--- config.mk ---
export PLATFORM = sky130hd
export DESIGN_NAME = opponent_state_rx
export DESIGN_NICKNAME = d
export VERILOG_FILES = /design/src/rtl/opponent_state_rx_pkg.sv /design/src/rtl/opponent_state_rx_uart_rx_byte.sv /design/src/rtl/opponent_state_rx.sv
export SDC_FILE = /design/constraint.sdc
export NUM_CORES = 1
export LEC_CHECK = 0
export CORE_MARGIN = 3
export CORE_UTILIZATION = 45
export DETAILED_ROUTE_END_ITERATION = 8
export PLACE_DENSITY = 0.64
export SYNTH_ARGS = -nofsm -noshare
export SYNTH_HDL_FRONTEND = slang
export SYNTH_SLANG_ARGS = --single-unit
--- constraint.sdc ---
create_clock -name clk -period 9.4 [get_ports clk]
set_clock_uncertainty 0.05 [all_clocks]
set_input_delay 2.35 -clock clk [delete_from_list [all_inputs] [get_ports clk]]
set_output_delay 2.35 -clock clk [all_outputs]
set_load 0.05 [all_outputs]
--- src/rtl/opponent_state_rx_pkg.sv ---
// Shared constants for the two-board race link: packet framing, payload field offsets and parked position.
// The opponent_state_tx serialiser packs its payload with the same offsets.
package opponent_state_rx_pkg;

  localparam logic [7:0] PKT_SYNC_BYTE     = 8'hA5;
  localparam int         PKT_PAYLOAD_BYTES = 6;
  localparam logic [9:0] PKT_RST_X         = 10'd1023;
  localparam logic [9:0] PKT_RST_Y         = 10'd1023;

  // Payload word W[47:0] = {1'b0, finish, flag[1:0], angle[3:0], f_x, f_y, r_x, r_y}
  localparam int W_RY_LSB     = 0;
  localparam int W_RX_LSB     = 10;
  localparam int W_FY_LSB     = 20;
  localparam int W_FX_LSB     = 30;
  localparam int W_ANGLE_LSB  = 40;
  localparam int W_FLAG_LSB   = 44;
  localparam int W_FINISH_BIT = 46;

  typedef enum logic [2:0] {
    RX_IDLE,
    RX_START,
    RX_DATA,
    RX_STOP,
    RX_WAIT_HIGH
  } rx_state_e;

  typedef enum logic [1:0] {
    HUNT,
    PAYLOAD,
    CHECK
  } parser_state_e;

endpackage

--- src/rtl/opponent_state_rx_uart_rx_byte.sv ---
// 8N1 UART byte receiver: synchroniser, mid-bit sampler, one-cycle byte_valid / frame_err pulses.
module uart_rx_byte
  import opponent_state_rx_pkg::*;
#(
  parameter int unsigned BIT_TICKS = 868
) (
  input  logic       clk,
  input  logic       rst,
  input  logic       rxd,
  output logic [7:0] byte_out,
  output logic       byte_valid,
  output logic       frame_err
);

  localparam int unsigned HALF_TICKS = BIT_TICKS / 2;
  localparam int          CNT_W      = $clog2(BIT_TICKS);

  logic            rxMeta_q, rxSync_q;
  rx_state_e       state_q, state_d;
  logic [CNT_W-1:0] cnt_q, cnt_d;
  logic [2:0]      bitIdx_q, bitIdx_d;
  logic [7:0]      shift_q, shift_d;
  logic            valid_q, valid_d;
  logic            ferr_q, ferr_d;

  always_ff @(posedge clk or posedge rst) begin
    if (rst) begin
      rxMeta_q <= 1'b1;
      rxSync_q <= 1'b1;
      state_q  <= RX_IDLE;
      cnt_q    <= '0;
      bitIdx_q <= '0;
      shift_q  <= '0;
      valid_q  <= 1'b0;
      ferr_q   <= 1'b0;
    end else begin
      rxMeta_q <= rxd;
      rxSync_q <= rxMeta_q;
      state_q  <= state_d;
      cnt_q    <= cnt_d;
      bitIdx_q <= bitIdx_d;
      shift_q  <= shift_d;
      valid_q  <= valid_d;
      ferr_q   <= ferr_d;
    end
  end

  // The start bit is re-checked half a bit in, so every later sample lands mid-bit.
  always_comb begin
    state_d  = state_q;
    cnt_d    = cnt_q;
    bitIdx_d = bitIdx_q;
    shift_d  = shift_q;
    valid_d  = 1'b0;
    ferr_d   = 1'b0;
    case (state_q)
      RX_IDLE: begin
        if (!rxSync_q) begin
          state_d = RX_START;
          cnt_d   = '0;
        end
      end
      RX_START: begin
        if (cnt_q == CNT_W'(HALF_TICKS - 1)) begin
          cnt_d    = '0;
          bitIdx_d = '0;
          state_d  = rxSync_q ? RX_IDLE : RX_DATA;
        end else begin
          cnt_d = cnt_q + 1'b1;
        end
      end
      RX_DATA: begin
        if (cnt_q == CNT_W'(BIT_TICKS - 1)) begin
          cnt_d    = '0;
          shift_d  = {rxSync_q, shift_q[7:1]};
          bitIdx_d = bitIdx_q + 3'd1;
          if (bitIdx_q == 3'd7) begin
            state_d = RX_STOP;
          end
        end else begin
          cnt_d = cnt_q + 1'b1;
        end
      end
      RX_STOP: begin
        if (cnt_q == CNT_W'(BIT_TICKS - 1)) begin
          cnt_d = '0;
          if (rxSync_q) begin
            valid_d = 1'b1;
            state_d = RX_IDLE;
          end else begin
            ferr_d  = 1'b1;
            state_d = RX_WAIT_HIGH;
          end
        end else begin
          cnt_d = cnt_q + 1'b1;
        end
      end
      RX_WAIT_HIGH: begin
        if (rxSync_q) begin
          state_d = RX_IDLE;
        end
      end
      default: state_d = RX_IDLE;
    endcase
  end

  assign byte_out   = shift_q;
  assign byte_valid = valid_q;
  assign frame_err  = ferr_q;

endmodule

--- src/rtl/opponent_state_rx.sv ---
// Opponent car-state receiver: parses SYNC/P0..P5/CHK packets, commits them atomically when the XOR
// checksum matches, and parks the opponent off-map when the link goes stale.
module opponent_state_rx
  import opponent_state_rx_pkg::*;
#(
  parameter int unsigned CLK_FREQ     = 100_000_000,
  parameter int unsigned BAUD         = 115_200,
  parameter logic [7:0]  SYNC_BYTE    = PKT_SYNC_BYTE,
  parameter logic [9:0]  RST_X        = PKT_RST_X,
  parameter logic [9:0]  RST_Y        = PKT_RST_Y,
  parameter int unsigned LINK_TIMEOUT = CLK_FREQ / 10
) (
  input  logic       clk,
  input  logic       rst,
  input  logic       rxd,
  output logic [9:0] other_f_x,
  output logic [9:0] other_f_y,
  output logic [9:0] other_r_x,
  output logic [9:0] other_r_y,
  output logic [3:0] other_angle,
  output logic [1:0] other_flag,
  output logic       other_finish,
  output logic       pkt_valid,
  output logic       link_up,
  output logic [7:0] err_cnt
);

  localparam int unsigned BIT_TICKS = CLK_FREQ / BAUD;
  localparam int unsigned GAP_TICKS = 4 * 10 * BIT_TICKS;
  localparam int          GAP_W     = $clog2(GAP_TICKS + 1);
  localparam int          LT_W      = $clog2(LINK_TIMEOUT + 1);

  logic [7:0] rxByte;
  logic       byteValid, frameErr;

  uart_rx_byte #(.BIT_TICKS(BIT_TICKS)) uRx (
    .clk        (clk),
    .rst        (rst),
    .rxd        (rxd),
    .byte_out   (rxByte),
    .byte_valid (byteValid),
    .frame_err  (frameErr)
  );

  parser_state_e    state_q, state_d;
  logic [2:0]       idx_q, idx_d;
  logic [7:0]       acc_q, acc_d;
  logic [46:0]      shadow_q, shadow_d;
  logic [GAP_W-1:0] gapCnt_q, gapCnt_d;
  logic [LT_W-1:0]  linkCnt_q;
  logic             accept, chkErr;

  logic [9:0] frontX_q, frontY_q, rearX_q, rearY_q;
  logic [3:0] angle_q;
  logic [1:0] flag_q;
  logic       finish_q, pktValid_q, link_q;
  logic [7:0] errCnt_q;

  // Parsing is positional: a sync byte inside the payload is just data.
  always_comb begin
    state_d  = state_q;
    idx_d    = idx_q;
    acc_d    = acc_q;
    shadow_d = shadow_q;
    gapCnt_d = gapCnt_q;
    accept   = 1'b0;
    chkErr   = 1'b0;
    case (state_q)
      HUNT: begin
        if (byteValid && rxByte == SYNC_BYTE) begin
          state_d = PAYLOAD;
          idx_d   = '0;
          acc_d   = '0;
        end
      end
      PAYLOAD: begin
        if (byteValid) begin
          shadow_d = {shadow_q[38:0], rxByte};
          acc_d    = acc_q ^ rxByte;
          idx_d    = idx_q + 3'd1;
          if (idx_q == 3'(PKT_PAYLOAD_BYTES - 1)) begin
            state_d = CHECK;
          end
        end
      end
      CHECK: begin
        if (byteValid) begin
          if (rxByte == acc_q) begin
            accept = 1'b1;
          end else begin
            chkErr = 1'b1;
          end
          state_d = HUNT;
        end
      end
      default: state_d = HUNT;
    endcase

    if (state_q == HUNT || byteValid) begin
      gapCnt_d = '0;
    end else if (gapCnt_q == GAP_W'(GAP_TICKS)) begin
      gapCnt_d = '0;
      state_d  = HUNT;
    end else begin
      gapCnt_d = gapCnt_q + 1'b1;
    end

    if (frameErr) begin
      state_d = HUNT;
    end
  end

  always_ff @(posedge clk or posedge rst) begin
    if (rst) begin
      state_q  <= HUNT;
      idx_q    <= '0;
      acc_q    <= '0;
      shadow_q <= '0;
      gapCnt_q <= '0;
    end else begin
      state_q  <= state_d;
      idx_q    <= idx_d;
      acc_q    <= acc_d;
      shadow_q <= shadow_d;
      gapCnt_q <= gapCnt_d;
    end
  end

  // A packet accepted on the timeout cycle wins, since the commit branch is checked first.
  always_ff @(posedge clk or posedge rst) begin
    if (rst) begin
      frontX_q   <= RST_X;
      frontY_q   <= RST_Y;
      rearX_q    <= RST_X;
      rearY_q    <= RST_Y;
      angle_q    <= '0;
      flag_q     <= '0;
      finish_q   <= 1'b0;
      pktValid_q <= 1'b0;
      link_q     <= 1'b0;
      linkCnt_q  <= '0;
      errCnt_q   <= '0;
    end else begin
      pktValid_q <= accept;
      if (accept) begin
        frontX_q  <= shadow_q[W_FX_LSB +: 10];
        frontY_q  <= shadow_q[W_FY_LSB +: 10];
        rearX_q   <= shadow_q[W_RX_LSB +: 10];
        rearY_q   <= shadow_q[W_RY_LSB +: 10];
        angle_q   <= shadow_q[W_ANGLE_LSB +: 4];
        flag_q    <= shadow_q[W_FLAG_LSB +: 2];
        finish_q  <= shadow_q[W_FINISH_BIT];
        link_q    <= 1'b1;
        linkCnt_q <= '0;
      end else begin
        if (linkCnt_q != LT_W'(LINK_TIMEOUT)) begin
          linkCnt_q <= linkCnt_q + 1'b1;
        end
        if (linkCnt_q == LT_W'(LINK_TIMEOUT - 1)) begin
          link_q   <= 1'b0;
          frontX_q <= RST_X;
          frontY_q <= RST_Y;
          rearX_q  <= RST_X;
          rearY_q  <= RST_Y;
        end
      end
      if ((frameErr || chkErr) && errCnt_q != 8'hFF) begin
        errCnt_q <= errCnt_q + 8'd1;
      end
    end
  end

  assign other_f_x    = frontX_q;
  assign other_f_y    = frontY_q;
  assign other_r_x    = rearX_q;
  assign other_r_y    = rearY_q;
  assign other_angle  = angle_q;
  assign other_flag   = flag_q;
  assign other_finish = finish_q;
  assign pkt_valid    = pktValid_q;
  assign link_up      = link_q;
  assign err_cnt      = errCnt_q;

endmodule
==> out/metrics.cfg <==
[sta]
tightest_slew_ns = 1.15
fin_crit_ns = 4.20
rsz0062_at_grt = false
finalCritPeriodShare = 0.447
max_slew_margin = 0.225
slew_viol_final = 0
max_freq_mhz = 238
hold_viol = 0
finalWorstSetupSlack_ns = 5.20
setup_viol = 0
setup_tns_ns = 0

[grt]
first_global_vias = 5828
grt-ovfl-total = 0
grt_max_degree = 111
track_usage = 0.171
grt_first_pass_wirelength_um = 28100
antenna_found_initial = 0

[floorplan]
rows = 48
core_area_um2 = 17500
die-area_um2 = 19700
start_util = 0.464
io_pins = 60
die_h_um = 140
die_x_um = 140

[clock_tree]
clk_latency_ns = 0.44
numCtsBuffers = 17
cts.clk_slew.worst_paths_ns = 0.08
cts_tree = built
ctsHoldBuffers = 0
clock_sinks = 185
cts-root-buf = clkbuf_16
cts_max_level = 4
cts.path.max_buffers = 2
post_cts_resized = 0
post_cts_buffers = 0

[worst_setup_path]
max_stage_delay_ns = 0.81
path_cells = clkdlybuf4s50_1
critPathBufInv = 1
cp.arrival_ns = 1.80
crit_slowest_cell = clkdlybuf4s50_1
worstSetupPathType = reg2out
cpLargestDelayFamily = buffers and inverters
startpoint_type = flop
cp_max_fo = 2
worstPathRequired_ns = 7.00
worst_setup_path_end_kind = output pin

[drt]
drc = 0
wl_um = 16000
ant_nets = 0
avgViaCountPerCell = 5.35
wl_per_cell_um = 15.0
dr_total_vias = 5719
dr.pass1.iters = 5
drt_iter0_drc = 445

[layout]
drive_gt1_frac = 0.121
syn_to_final_growth_pct = 16.5
layout_commonest_cell = nand2_1
fill_cells = 1513
fin_util = 0.540
layout.nets = 845
final_cell_mix = 199 x nand2_1, 143 x dfrtp_1, 66 x nor2_1
diodes = 0

[pwr]
p_clk_frac = 0.471
internal_power_mw = 1.16
switchingPower_uw = 374
power_leakage_nw = 4.32
p_seq_frac = 0.519
p_per_area_nw_per_um2 = 163
comb_power_share = 0.010
p_sw_frac = 0.243
ir_worst_vdd_mv = 0.124

[synthesis]
ys_ff_latch = 185
syn_area_um2 = 8110
synth-main-ff-cell = dfrtp_1
synth_edf_count = 0
synthCells = 781
ys_types = 59
syn_avg_cell_area_um2 = 10.4
async_reset_ff_frac = 1.00
ys_seq_area_frac = 0.578
synth.net_count = 795
yosysWarnings = 0

[run_status]
outcome = finished, final reports clean

[place]
hpwl_um = 10300
io_buffers = 59
globalplace.congestion = 0.852
pre_cts_ws_ns = 4.76

[worst_hold_path]
worstHoldPathType = reg2reg

[job]
cap_violations = 0

==> power by group through the flow <==
stage                     clock network [mW]  registers [mW]  logic (mW)
after detailed placement                   0           0.812      0.0175
after global routing                   0.781           0.797      0.0196
after CTS                              0.745           0.797      0.0175
final                                  0.723           0.797      0.0161
after floorplan                            0           0.812      0.0117
after global placement                     0           0.812      0.0169
==> cells in the mapped netlist, types with 4 or more instances <==
| master | instances | share of area |
|---|---|---|
| nand2_1 | 199 | 0.092 |
| dfrtp_1 | 143 | 0.44 |
| nor2_1 | 67 | 0.031 |
| dfstp_2 | 42 | 0.14 |
| o22a_1 | 40 | 0.043 |
| o21ai_0 | 32 | 0.020 |
| nand3_1 | 31 | 0.019 |
| xor2_1 | 28 | 0.030 |
| xnor2_1 | 20 | 0.022 |
| inv_1 | 14 | 0.0065 |
| buf_2 | 12 | 0.0074 |
| and3_1 | 11 | 0.0085 |
| ha_1 | 11 | 0.017 |
| nand4_1 | 11 | 0.0085 |
| a21oi_1 | 9 | 0.0056 |
| clkbuf_1 | 9 | 0.0042 |
| mux2_2 | 9 | 0.013 |
| and4_1 | 8 | 0.0086 |
| buf_6 | 8 | 0.011 |
| nand2b_1 | 6 | 0.0046 |
| nor3_1 | 5 | 0.0031 |
| nor3b_1 | 5 | 0.0046 |
| o2bb2ai_1 | 4 | 0.0043 |
==> sequential cells by signal, summed over array words and instances (netlist names), 4 cells and up <==
signal and flops:
linkCnt_q 24, gapCnt_q 16, err_cnt 8, other_r_y 10, other_f_y 10, shadow_q 47, uRx.byte_out 8, other_angle 4
acc_q 8, other_f_x 10, other_r_x 10, uRx.cnt_q 10
==> metal layers <==
layer	vias up	track usage	wire [um]
met4	0	0.0449	143
li1	2750	-	-
met2	70	0.280	7980
met5	-	0	0
met3	13	0.0399	427
met1	2886	0.231	7460
==> final timing paths <==
path                       depth (start not counted)  slack, ns                        to                   startpoint
hold reg to reg                                    0       0.31    uRx.rxSync_q$_DFF_PP1_       uRx.rxMeta_q$_DFF_PP1_
setup reg to reg                                   7       6.94  other_f_x[0]$_DFFE_PP1P_  uRx.byte_out[3]$_DFFE_PP0P_
min in group asynchronous                          2       2.46    gapCnt_q[11]$_DFF_PP0_                          rst
hold / removal                                     0       0.31    uRx.rxSync_q$_DFF_PP1_       uRx.rxMeta_q$_DFF_PP1_
max in group asynchronous                          3       5.34   shadow_q[5]$_DFFE_PP0P_                          rst
setup / recovery                                   1       5.20              other_f_x[7]     other_f_x[7]$_DFFE_PP1P_
==> cell type report <==
type	count	area (um^2)	area share
timing repair buffer	64	628	0.0665
sequential	185	4680	0.496
multi-input combinational	548	3170	0.335
clock inverter	15	198	0.0209
clock buffer	17	425	0.0450
inverter	15	61.3	0.00649
tap	225	282	0.0298
==> cell families (layout without fill, tap and decap cells) <==
group	after synthesis	after routing	synth area share
compound gates	103	103	0.0918
flops	185	185	0.578
fa+ha+maj	11	11	0.0170
mux	12	12	0.0162
buf+inv	48	111	0.0320
xor+xnor	48	48	0.0519
simple gates	374	374	0.213
==> stage by stage <==
| stage | area [um^2] | total power [mW] | hold slack [ns] | std cells |
|---|---|---|---|---|
| after floorplan | 8110 | 0.824 | 0.295 | 781 |
| after global placement | 8820 | 0.829 | 0.305 | 1037 |
| after detailed placement | 8820 | 0.830 | 0.303 | 1037 |
| after CTS | 9440 | 1.56 | 0.313 | 1069 |
| after global routing | 9440 | 1.60 | 0.314 | 1069 |
| final | 9440 | 1.54 | 0.311 | 1069 |
Power figures use the tool's default switching activity.
